### src/rtl/uart_pkg.sv
// Shared types and constants for the UART receive path.
package uart_pkg;

  localparam int DEFAULT_CLKS_PER_BIT = 868;
  localparam int DATA_BITS            = 8;

  typedef enum logic [1:0] {
    IDLE,
    START,
    DATA,
    STOP
  } rx_state_t;

endpackage

### src/rtl/uart_rx_if.sv
// Serial line plus received-byte outputs of the UART receiver.
interface uart_rx_if;
  import uart_pkg::*;

  logic                 rx;
  logic [DATA_BITS-1:0] data_out;
  logic                 data_valid;
  logic                 frame_err;
  logic                 busy;

  modport master (input rx, output data_out, data_valid, frame_err, busy);
  modport slave  (output rx, input data_out, data_valid, frame_err, busy);

endinterface

### src/rtl/uart_rx_sync.sv
// Two-flop synchronizer for the async rx line plus a delayed copy for edge detection.
module uart_rx_sync (
  input  logic clk,
  input  logic rst,
  input  logic rx,
  output logic rx_s,
  output logic fall
);

  logic rx_m;
  logic rx_s_d;

  // All flops reset to the idle-line level so release never looks like a start edge
  always_ff @(posedge clk or posedge rst) begin
    if (rst) begin
      rx_m   <= 1'b1;
      rx_s   <= 1'b1;
      rx_s_d <= 1'b1;
    end else begin
      rx_m   <= rx;
      rx_s   <= rx_m;
      rx_s_d <= rx_s;
    end
  end

  assign fall = rx_s_d & ~rx_s;

endmodule

### src/rtl/uart_rx.sv
// 8N1 UART receiver with 3-sample majority vote at the bit centre.
module uart_rx
  import uart_pkg::*;
#(
  parameter int CLKS_PER_BIT = DEFAULT_CLKS_PER_BIT
) (
  input logic       clk,
  input logic       rst,
  uart_rx_if.master bus
);

  localparam int CW   = $clog2(CLKS_PER_BIT);
  localparam int HALF = CLKS_PER_BIT / 2;
  localparam logic [CW-1:0] CNT_LAST = CW'(CLKS_PER_BIT - 1);
  localparam logic [CW-1:0] CNT_S0   = CW'(HALF - 1);
  localparam logic [CW-1:0] CNT_S1   = CW'(HALF);
  localparam logic [CW-1:0] CNT_S2   = CW'(HALF + 1);

  logic rx_s;
  logic fall;

  uart_rx_sync u_sync (
    .clk  (clk),
    .rst  (rst),
    .rx   (bus.rx),
    .rx_s (rx_s),
    .fall (fall)
  );

  rx_state_t            state, state_nxt;
  logic [CW-1:0]        bit_cnt, bit_cnt_nxt;
  logic [2:0]           bit_idx, bit_idx_nxt;
  logic [DATA_BITS-1:0] shift, shift_nxt;
  logic [1:0]           samp, samp_nxt;
  logic [DATA_BITS-1:0] data_q, data_nxt;
  logic                 valid_q, valid_nxt;
  logic                 err_q, err_nxt;
  logic                 majority;
  logic                 wrap;
  logic                 centre;

  // The third sample is the live rx_s, so the vote resolves at HALF+1
  assign majority = (samp[0] & samp[1]) | (samp[0] & rx_s) | (samp[1] & rx_s);
  assign wrap     = (bit_cnt == CNT_LAST);
  assign centre   = (bit_cnt == CNT_S2);

  always_ff @(posedge clk or posedge rst) begin
    if (rst) begin
      state   <= IDLE;
      bit_cnt <= '0;
      bit_idx <= '0;
      shift   <= '0;
      samp    <= '0;
      data_q  <= '0;
      valid_q <= 1'b0;
      err_q   <= 1'b0;
    end else begin
      state   <= state_nxt;
      bit_cnt <= bit_cnt_nxt;
      bit_idx <= bit_idx_nxt;
      shift   <= shift_nxt;
      samp    <= samp_nxt;
      data_q  <= data_nxt;
      valid_q <= valid_nxt;
      err_q   <= err_nxt;
    end
  end

  // STOP returns to IDLE at the vote, leaving half a bit to catch the next start edge
  always_comb begin
    state_nxt   = state;
    bit_cnt_nxt = wrap ? '0 : bit_cnt + CW'(1);
    bit_idx_nxt = bit_idx;
    shift_nxt   = shift;
    samp_nxt    = samp;
    data_nxt    = data_q;
    valid_nxt   = 1'b0;
    err_nxt     = 1'b0;

    if (bit_cnt == CNT_S0) samp_nxt[0] = rx_s;
    if (bit_cnt == CNT_S1) samp_nxt[1] = rx_s;

    case (state)
      IDLE: begin
        bit_cnt_nxt = '0;
        bit_idx_nxt = '0;
        if (fall) state_nxt = START;
      end
      START: begin
        if (centre && majority) begin
          state_nxt   = IDLE;
          bit_cnt_nxt = '0;
        end else if (wrap) begin
          state_nxt   = DATA;
          bit_idx_nxt = '0;
        end
      end
      DATA: begin
        if (centre) shift_nxt[bit_idx] = majority;
        if (wrap) begin
          if (bit_idx == 3'(DATA_BITS - 1)) state_nxt = STOP;
          else bit_idx_nxt = bit_idx + 3'd1;
        end
      end
      STOP: begin
        if (centre) begin
          state_nxt   = IDLE;
          bit_cnt_nxt = '0;
          if (majority) begin
            data_nxt  = shift;
            valid_nxt = 1'b1;
          end else begin
            err_nxt = 1'b1;
          end
        end
      end
      default: begin
        state_nxt   = IDLE;
        bit_cnt_nxt = '0;
      end
    endcase
  end

  assign bus.data_out   = data_q;
  assign bus.data_valid = valid_q;
  assign bus.frame_err  = err_q;
  assign bus.busy       = (state != IDLE);

endmodule

### src/flat_wrapper.sv
// flat-port wrapper written by rule: the top's interface ports become plain ports
module uart_rx_flat import uart_pkg::*;
#(
  parameter int CLKS_PER_BIT = DEFAULT_CLKS_PER_BIT
)
  (clk, rst, bus_rx, bus_data_out, bus_data_valid, bus_frame_err, bus_busy);
  uart_rx_if bus_i ();
  input logic clk;
  input logic rst;
  input wire logic [$bits(bus_i.rx)-1:0] bus_rx;
  output wire logic [$bits(bus_i.data_out)-1:0] bus_data_out;
  output wire logic [$bits(bus_i.data_valid)-1:0] bus_data_valid;
  output wire logic [$bits(bus_i.frame_err)-1:0] bus_frame_err;
  output wire logic [$bits(bus_i.busy)-1:0] bus_busy;
  assign bus_i.rx = bus_rx;
  assign bus_data_out = bus_i.data_out;
  assign bus_data_valid = bus_i.data_valid;
  assign bus_frame_err = bus_i.frame_err;
  assign bus_busy = bus_i.busy;
  uart_rx #(.CLKS_PER_BIT(CLKS_PER_BIT)) u_core (.clk(clk), .rst(rst), .bus(bus_i));
endmodule
### config.mk
export PLATFORM = sky130hd
export DESIGN_NAME = uart_rx_flat
export DESIGN_NICKNAME = d
export VERILOG_FILES = /design/src/rtl/uart_pkg.sv /design/src/rtl/uart_rx_if.sv /design/src/rtl/uart_rx_sync.sv /design/src/rtl/uart_rx.sv /design/src/flat_wrapper.sv
export SDC_FILE = /design/constraint.sdc
export NUM_CORES = 1
export LEC_CHECK = 0
export BUFFER_PORTS_ARGS = -buffer_cell sky130_fd_sc_hd__buf_4
export CORE_UTILIZATION = 32
export CTS_CLUSTER_DIAMETER = 100
export DETAILED_ROUTE_END_ITERATION = 6
export PLACE_DENSITY_LB_ADDON = 0.05
export SETUP_SLACK_MARGIN = 0.15
export SLEW_MARGIN = 30
export SYNTH_ARGS = -nofsm -noshare
export SYNTH_HDL_FRONTEND = slang
export SYNTH_SLANG_ARGS = --single-unit
### constraint.sdc
create_clock -name clk -period 2.3 [get_ports clk]
set_input_delay 0.46 -clock clk [delete_from_list [all_inputs] [get_ports clk]]
set_output_delay 0.46 -clock clk [all_outputs]
set_load 0.1 [all_outputs]
==> flow_summary_export.csv, run 1 <==
group,metric,value,unit
logic_synthesis,ys_top_cells_by_count,"35 x dfrtp_1, 16 x mux2_2, 11 x nor3_1",
timing,hold_viol,0,
timing,drv_slew,0,
grt,grt_pass1_vias,1317,
job,drv_cap,0,
clocking,cts_buffer_depth,2,
routing,viasPerCell,5.01,
status,outcome,"finished, final reports clean",
floorplanning,die_h,77.4,um
cells_and_area,postLayoutCoreUtil,0.391,
logic_synthesis,yosysTopAreaCell,"dfrtp_1",
timing,rsz0062_at_grt,"no",
floorplanning,die_area,0.00599,mm^2
critical_path,crit_path_start_kind,"flip-flop",
logic_synthesis,ys_top_cells_by_area,"dfrtp_1 48%, mux2_2 9.9%, dfstp_2 4.3%, ha_1 3.4%, nor3_1 3.0%",
clocking,clk_latency,0.29,ns
timing,worstMarginPinSlew,0.490,ns
clocking,cts_hold_buf,0,
worst_hold_path,hp-class,"in -> reg",
timing,timing.hold.ws,0.269,ns
logic_synthesis,synth_edf_count,0,
placed_design,place_ws,0.182,ns
floorplanning,coreArea,0.00551,mm^2
timing,layout_min_cycle_time,2.02,ns
logic_synthesis,syn_nets,160,
power,ir_drop,0.264,mV
routing,drc,0,
logic_synthesis,ys_types,47,
logic_synthesis,synth_area_per_cell,12.0,um^2
power,seqPwrFrac,0.560,
logic_synthesis,ys_seq_area_frac,0.525,
power,power_density,676,mW/mm^2
clocking,cts_sinks,38,
worst_hold_path,min-delay-start,"bus_rx",
timing,tns,0,ns
clocking,cts_root_buffer,"clkbuf_8",
floorplanning,start_util,0.330,
floorplanning,placementRows,27,
timing,finalSetupViolations,0,
timing,period_share,0.877,
grt,grt_antenna_before_repair,0,
clocking,htree_levels,2,
routing,drt_first_iter_violations,17,
critical_path,arrival,2.20,ns
cells_and_area,n_antenna_cell,0,
floorplanning,dieWidth,77.4,um
placed_design,routabilityCongestion,0.845,
power,pwr-share-comb,0.137,
logic_synthesis,synth_ff_type,"dfrtp_1",
logic_synthesis,netlist_instances,152,
placed_design,dpl.hpwl,2.62,mm
routing,finalWirelength,3.61,mm
critical_path,crit_type,"reg -> reg",
logic_synthesis,yosysMostFrequentCell,"dfrtp_1",
critical_path,critPathMaxFanout,11,
critical_path,endpoint_kind,"flip-flop",
logic_synthesis,ys_async_sr_fraction,1.00,
logic_synthesis,ys_ff_latch,38,
routing,first_pass_iters,4,
power,power.switching,418,uW
grt,grt_pass1_wl,6.32,mm
routing,drtAntennaViolNets,0,
clocking,cts_tree,"done",
routing,wl_per_cell,14.5,um
timing,fin_ws,0.283,ns
power,cellLeakagePower,0.952,nW
critical_path,rr_startpoint,"u_core.bit_cnt[0]",
timing,fmax,496,MHz
cells_and_area,drive_gt1_frac,0.333,
floorplanning,ios,14,
grt,globalRouteOverflowTotal,0,
timing,relSlewSlack,0.673,
power,clkPwrFrac,0.303,
logic_synthesis,syn_area,0.00182,mm^2
power,p_sw_frac,0.287,
cells_and_area,syn_to_final_growth,18.5,%
grt,track_usage,0.136,
clocking,cts_buffers,5,
routing,vias,1248,
cells_and_area,fin_nets,184,
placed_design,port_buffers,13,
clocking,clk_pin_slew_worst_paths,0.08,ns
logic_synthesis,yosysTopAreaCellShare,0.482,
critical_path,required,2.48,ns
power,internal_power,1.04,mW
timing,finClkSkew,0.00943,ns
logic_synthesis,ys_warn_count,0,
grt,grt_max_degree,39,
critical_path,crit_start,"u_core.bit_cnt[0]",
## power groups by stage
stage	combinational [mW]	clock, mW	sequential, mW
after floorplan	0.158	0	0.806
after global placement	0.198	0	0.828
after detailed placement	0.201	0	0.831
after CTS	0.202	0.461	0.818
after global routing	0.233	0.489	0.831
final	0.200	0.441	0.816
## layout by cell type, fill, tap and decap left out, types with 2 or more instances in the layout
master,synthesis,final
a21oi_1,3,3
clkinv_2,0,2
nand4_1,2,2
o211ai_1,2,2
ha_1,5,4
xor2_1,3,3
nor4_1,3,2
a22o_1,2,2
and3_1,3,3
dfstp_2,3,3
mux2_2,16,16
o21ai_0,3,3
clkbuf_8,0,5
dfrtp_1,35,35
nand2_1,8,8
inv_1,5,5
buf_4,0,21
nor2_1,4,4
o41ai_1,2,2
o31ai_1,3,3
nor3_1,11,11
nand3_1,3,3
or4_1,2,2
xnor2_1,5,5
## layer usage
layer	share of wire	track usage
met1	0.44	0.157
met2	0.52	0.240
met3	0.029	0.0388
met4	0.013	0.0453
met5	0	0
## sequential cells by signal, indices dropped and copies added, names as in the netlist, named ones only
register and count:
u_core.samp 2, u_core.bit_idx 3, u_core.u_sync.rx_s_d 1, u_core.bus.frame_err 1, u_core.bus.data_out 8, u_core.shift 8, u_core.u_sync.rx_s 1, u_core.bit_cnt 10
u_core.u_sync.rx_m 1, u_core.state 1, u_core.bus.data_valid 1
## stage by stage
| stage | area (um^2) | instances | power, mW |
|---|---|---|---|
| 6_report | 2150 | 249 | 1.46 |
| 2_1_floorplan | 1820 | 152 | 0.963 |
| 5_1_grt | 2150 | 249 | 1.55 |
| 4_1_cts | 2130 | 248 | 1.48 |
| 3_5_place_dp | 2040 | 240 | 1.03 |
| 3_3_place_gp | 2040 | 240 | 1.03 |
## worst paths after layout
check / endpoint / slack (ns) / cells after the start
min in group asynchronous: u_core.samp[0] / 0.29 / 3
worst min-delay path: u_core.u_sync.rx_m / 0.27 / 1
worst max-delay path: u_core.shift[6] / 0.28 / 6
worst min register to register: u_core.u_sync.rx_s / 0.36 / 0
max in group asynchronous: u_core.u_sync.rx_s_d / 1.66 / 3
worst max register to register: u_core.shift[6] / 0.28 / 6
## cells by family (layout without fill, tap and decap cells)
kind of cell	after synthesis	after routing	synth area share
buf+inv	10	35	0.0227
simple gates	53	53	0.192
mux	16	16	0.0991
fa+ha+maj	6	6	0.0399
compound gates	21	21	0.0826
flops	38	38	0.525
xor+xnor	8	8	0.0385
## layout make-up
class	count	area, um^2
fillers	543	3350
flip-flops and latches	38	955
multi-input cells	104	831
repair buffers	22	178
well taps	72	90.1
clock buffers	6	72.6
inverters	5	18.8
clock inverters	2	10.0
## critical path, cell delays in order (launching register included)
cell and delay, ns:
dfrtp_1 0.42, ha_2 0.25, nor3b_4 0.21, nand3_2 0.16
buf_4 0.22, or3_1 0.37, mux2_2 0.28
## timing repair
action,in CTS,in global routing
setup buffers,0,1
gates resized for setup,0,2
endpoints found under the setup margin,0,11
Note: power is estimated with default switching activity, not from simulation.
==> inputs of run 2 (changes only) <==
Settings changed: CORE_UTILIZATION 32 to 50.
Clock period 2.3 ns to 1.95 ns, I/O delays scaled along.
==> run 2 against run 1 <==
Compared with the run above: setup slack lost 0.096 ns; non-clock buffer count is 12 higher; global-route usage increased by 8.8 points; critical path type unchanged; sequential cell count unchanged.
==> flow_summary_export.csv, run 2 (synthesis results as in run 1) <==
group,metric,value,unit
power,p_sw_frac,0.301,
cells_and_area,multi_input_area,890,um^2
timing,drv_slew,0,
power,seqPwrFrac,0.551,
floorplanning,dieWidth,62.3,um
critical_path,critPathMaxFanout,7,
power,power.switching,523,uW
routing,viasPerCell,5.84,
timing,hold_viol,0,
power,clkPwrFrac,0.247,
cells_and_area,syn_to_final_growth,24.2,%
floorplanning,coreArea,0.00342,mm^2
power,pwr-share-comb,0.203,
placed_design,dpl.hpwl,2.67,mm
routing,drtAntennaViolNets,0,
critical_path,crit_type,"reg -> reg",
job,drv_cap,0,
critical_path,arrival,2.00,ns
timing,period_share,0.904,
timing,layout_min_cycle_time,1.76,ns
cells_and_area,largest_reg_flops,10,
clocking,clk_latency,0.34,ns
clocking,cts_root_buffer,"clkbuf_4",
critical_path,crit_path_start_kind,"flip-flop",
cells_and_area,regMostFlops,"u_core.bit_cnt",
floorplanning,start_util,0.532,
placed_design,routabilityCongestion,0.889,
routing,wl_per_cell,16.5,um
grt,globalRouteOverflowTotal,0,
cells_and_area,regArea,957,um^2
critical_path,required,2.18,ns
timing,fmax,567,MHz
timing,rsz0062_at_grt,"yes",
power,cellLeakagePower,1.02,nW
timing,finalSetupViolations,0,
worst_hold_path,hp-class,"in -> async",
cells_and_area,n_antenna_cell,0,
clocking,htree_levels,2,
timing,finClkSkew,0.0154,ns
clocking,cts_buffers,5,
grt,grt_antenna_before_repair,0,
grt,grt_pass1_vias,1393,
clocking,cts_buffer_depth,2,
routing,drt_first_iter_violations,78,
routing,drc,0,
critical_path,crit_slowest_cell,"dfrtp_1",
timing,worstMarginPinSlew,0.474,ns
grt,grt_pass1_wl,6.66,mm
floorplanning,die_area,0.00388,mm^2
clocking,cts_sinks,38,
clocking,clk_pin_slew_worst_paths,0.11,ns
power,ir_drop,0.568,mV
timing,relSlewSlack,0.684,
cells_and_area,drive_gt1_frac,0.407,
cells_and_area,final_cell_mix,"33 x dfrtp_1, 31 x buf_4, 15 x mux2_2, 10 x nor3_1, 8 x nand2_1",
power,power_density,770,mW/mm^2
floorplanning,ios,14,
critical_path,endpoint_kind,"flip-flop",
critical_path,slowest_delay,0.42,ns
clocking,cts_tree,"done",
status,outcome,"finished, final reports clean",
timing,tns,0,ns
routing,finalWirelength,3.88,mm
floorplanning,die_h,62.3,um
grt,track_usage,0.224,
cells_and_area,nFillCells,270,
critical_path,crit_chain,"ha_4 > nor3b_4 > nand3_4 > nor3_4 > buf_4 > mux2_2",
power,power,1.74,mW
floorplanning,placementRows,21,
cells_and_area,fin_nets,196,
grt,grt_max_degree,39,
routing,first_pass_iters,4,
cells_and_area,final_cells,235,
cells_and_area,final_common_cell,"dfrtp_1",
routing,vias,1372,
placed_design,dp_cells,222,
power,internal_power,1.21,mW
placed_design,port_buffers,13,
-- run 2: changes by cell type in the layout (fill, tap and decap cells not counted), sizes merged --
cell,change
buf,+12
clkbuf,+2
clkinv,-2
-- run 2: power groups by stage --
stage | clock (mW) | combinational, mW | sequential, mW
2_1_floorplan | 0 | 0.187 | 0.951
3_3_place_gp | 0 | 0.277 | 0.955
3_5_place_dp | 0 | 0.299 | 0.962
4_1_cts | 0.439 | 0.305 | 0.947
5_1_grt | 0.471 | 0.388 | 0.966
6_report | 0.428 | 0.352 | 0.957
-- run 2: final timing paths --
path / start / end / slack, ns / cells after the start
worst max-delay path: u_core.bit_cnt[1] / u_core.bus.data_out[5] / 0.19 / 6
worst max register to register: u_core.bit_cnt[1] / u_core.bus.data_out[5] / 0.19 / 6
min in group clk: bus_rx / u_core.u_sync.rx_m / 0.16 / 1
worst min-delay path: rst / u_core.shift[5] / 0.16 / 3
max in group asynchronous: rst / u_core.u_sync.rx_s_d / 1.43 / 3
worst min register to register: u_core.u_sync.rx_m / u_core.u_sync.rx_s / 0.37 / 0
-- run 2: per-stage QoR --
| stage | util | setup WS, ns | instance area [um^2] | hold WS, ns |
|---|---|---|---|---|
| 2_1_floorplan | - | 0.119 | 1850 | 0.345 |
| 3_3_place_gp | 0.613 | 0.150 | 2090 | 0.347 |
| 3_5_place_dp | 0.613 | 0.0968 | 2090 | 0.353 |
| 4_1_cts | 0.638 | 0.127 | 2180 | 0.144 |
| 5_1_grt | 0.661 | 0.142 | 2260 | 0.136 |
| 6_report | 0.661 | 0.186 | 2260 | 0.160 |
-- run 2: layout make-up --
type,count,share of cell area
sequential,38,0.424
clock buffer,8,0.0261
multi-input combinational,104,0.394
timing repair buffer,34,0.122
inverter,5,0.00831
tap,46,0.0255
-- run 2: worst max-delay path, delay by kind of cell, from the launching register on --
family / cells / cell delay [ns]
fa+ha+maj: 1 / 0.18
buf+inv: 1 / 0.17
simple gates: 3 / 0.56
flops: 1 / 0.42
mux: 1 / 0.34
-- run 2: timing repair --
item | in CTS | in global routing
hold buffers | 0 | 0
buffers inserted | 0 | 5
setup endpoints to repair | 12 | 16
pin swaps | 0 | 2
hold endpoints to repair | 0 | 0
gates resized for setup | 6 | 8
-- run 2: metal layers --
metal,GRT usage,share of wire,vias to the layer above
li1,-,-,636
met1,0.252,0.40,680
met2,0.404,0.54,44
met3,0.0515,0.041,12
met4,0.0959,0.021,0
met5,0,0,-
==> inputs of run 3 (changes only) <==
Settings changed: CELL_PAD_IN_SITES_DETAIL_PLACEMENT set to 1, CELL_PAD_IN_SITES_GLOBAL_PLACEMENT set to 2, CORE_ASPECT_RATIO set to 0.8, CORE_UTILIZATION 50 to 40.
==> run 3 against run 2 <==
Compared with the run above: total power increased by 5.7%; maximum frequency decreased by 4.6%; highest routed layer unchanged; sequential power increased by 2.5%; largest power group unchanged; clock skew decreased by 0.012 ns; non-clock buffer count unchanged; critical endpoint is now u_core.bit_idx[0]; setup slack got worse by 0.084 ns; clock power increased by 31%; combinational power decreased by 16%; hold slack improved by 0.041 ns.
==> flow_summary_export.csv, run 3 (synthesis results as in run 1) <==
group,metric,value,unit
status,outcome,"finished, final reports clean",
routing,drt_first_iter_violations,80,
critical_path,crit_type,"reg -> reg",
critical_path,crit_start,"u_core.bit_cnt[2]",
grt,use_met3,0.0397,
grt,grt_pass1_wl,7.33,mm
grt,globalRouteOverflowTotal,0,
critical_path,endpoint_kind,"flip-flop",
timing,relSlewSlack,0.674,
timing,finalSetupViolations,0,
worst_hold_path,hp-class,"in -> reg",
placed_design,routabilityCongestion,0.768,
timing,fmax,541,MHz
critical_path,required,2.18,ns
clocking,clk_latency,0.29,ns
floorplanning,dieWidth,77.4,um
clocking,cts_sinks,38,
cells_and_area,n_antenna_cell,0,
placed_design,placed_area,0.00213,mm^2
grt,use_met1,0.303,
critical_path,arrival,2.08,ns
routing,wl_per_cell,18.1,um
cells_and_area,nFillCells,433,
floorplanning,coreArea,0.00428,mm^2
clocking,cts_root_buffer,"clkbuf_8",
cells_and_area,syn_to_final_growth,28.7,%
timing,hold_viol,0,
grt,grt_pass1_vias,1416,
power,ir_drop,0.420,mV
timing,period_share,0.948,
cells_and_area,largest_reg_flops,10,
cells_and_area,postLayoutCoreUtil,0.546,
grt,grt_antenna_before_repair,0,
routing,drc,0,
clocking,cts_buffers,5,
cells_and_area,drive_gt1_frac,0.423,
floorplanning,start_util,0.424,
grt,track_usage,0.202,
timing,worstMarginPinSlew,0.489,ns
routing,viasPerCell,5.49,
critical_path,path_delay_family,"simple AND/OR/NAND/NOR gates",
critical_path,crit_chain,"or3b_4 > or3_4 > nor3_4 > mux2_2",
critical_path,cp_num_buf_inv,0,
worst_hold_path,min-delay-start,"bus_rx",
clocking,htree_levels,2,
job,drv_cap,0,
floorplanning,placementRows,21,
placed_design,place_ws,0.0634,ns
clocking,clk_pin_slew_worst_paths,0.07,ns
cells_and_area,fin_nets,196,
timing,rsz0062_at_grt,"yes",
power,cellLeakagePower,1.05,nW
routing,finalWirelength,4.45,mm
timing,finClkSkew,0.00360,ns
timing,tns,0,ns
routing,drtAntennaViolNets,0,
critical_path,critPathMaxFanout,6,
floorplanning,ios,14,
cells_and_area,regMostFlops,"u_core.bit_cnt",
floorplanning,die_area,0.00482,mm^2
grt,grt_util_met2,0.282,
critical_path,rr_startpoint,"u_core.bit_cnt[2]",
placed_design,dpl.hpwl,2.96,mm
routing,first_pass_iters,4,
grt,globalRoute.busiestLayer,"met1",
cells_and_area,postLayoutCellArea,0.00234,mm^2
clocking,cts_tree,"done",
timing,layout_min_cycle_time,1.85,ns
cells_and_area,final_cell_mix,"33 x dfrtp_1, 33 x buf_4, 15 x mux2_2, 10 x nor3_1, 7 x nand2_1",
routing,vias,1350,
critical_path,r2r_slack,0.10,ns
critical_path,crit_path_start_kind,"flip-flop",
placed_design,port_buffers,13,
critical_path,slowest_delay,0.48,ns
critical_path,crit_slowest_cell,"or3b_4",
power,power_density,785,mW/mm^2
clocking,cts_hold_buf,0,
clocking,cts_buffer_depth,2,
timing,fin_ws,0.102,ns
timing,drv_slew,0,
floorplanning,die_h,62.3,um
timing,timing.hold.ws,0.201,ns
grt,grt_max_degree,39,
[run 3: cell count changes in the layout (fill, tap and decap cells not counted), moves of 2 or more]
cell	previous run	this run
clkbuf_4	5	0
buf_6	2	0
buf_4	31	33
o21ai_1	0	2
clkbuf_8	1	6
o21ai_0	3	1
[run 3: final timing paths]
path / endpoint / cells past startpoint
setup / recovery: u_core.bit_idx[0] / 4
hold / removal: u_core.u_sync.rx_m / 1
setup reg to reg: u_core.bit_idx[0] / 4
hold reg to reg: u_core.u_sync.rx_s / 0
max in group asynchronous: u_core.u_sync.rx_m / 3
min in group asynchronous: u_core.state[0] / 3
[run 3: metrics by stage]
step,std cells,total power [mW]
global route,246,1.93
finish,246,1.84
floorplan,152,1.14
detailed placement,234,1.26
CTS,245,1.82
global placement,234,1.23
[run 3: worst register-to-register path: cells and delay by family, from the launching register on]
family	cells	cell delay, ns
multiplexers	1	0.19
AND/OR/NAND/NOR	3	1.14
flip-flops	1	0.45
[run 3: report_power, final]
part | internal, mW | switching [mW]
combinational | 0.141 | 0.155
clock | 0.288 | 0.271
sequential | 0.866 | 0.115
total | 1.30 | 0.541
[run 3: what timing repair did]
action / in CTS / in global routing
buffers inserted: 3 / 1
pin swaps: 1 / 3
endpoints found under the setup margin: 17 / 27
hold endpoints to repair: 0 / 0
resized for setup: 4 / 13
[run 3: metal layers]
metal  wire [um]  vias up  part of all wire
met5           0        -                 0
met4         102        0             0.023
met3         135       12             0.030
met2        1990       24              0.45
met1        2220      681              0.50
li1            -      633                 -
[run 3: layout make-up]
cell class	count	area, um^2	share of cell area
clock buffer	8	90.1	0.0385
inverter	5	18.8	0.00802
multi-input combinational	104	935	0.399
sequential	38	957	0.409
tap	57	71.3	0.0305
timing repair buffer	34	268	0.114
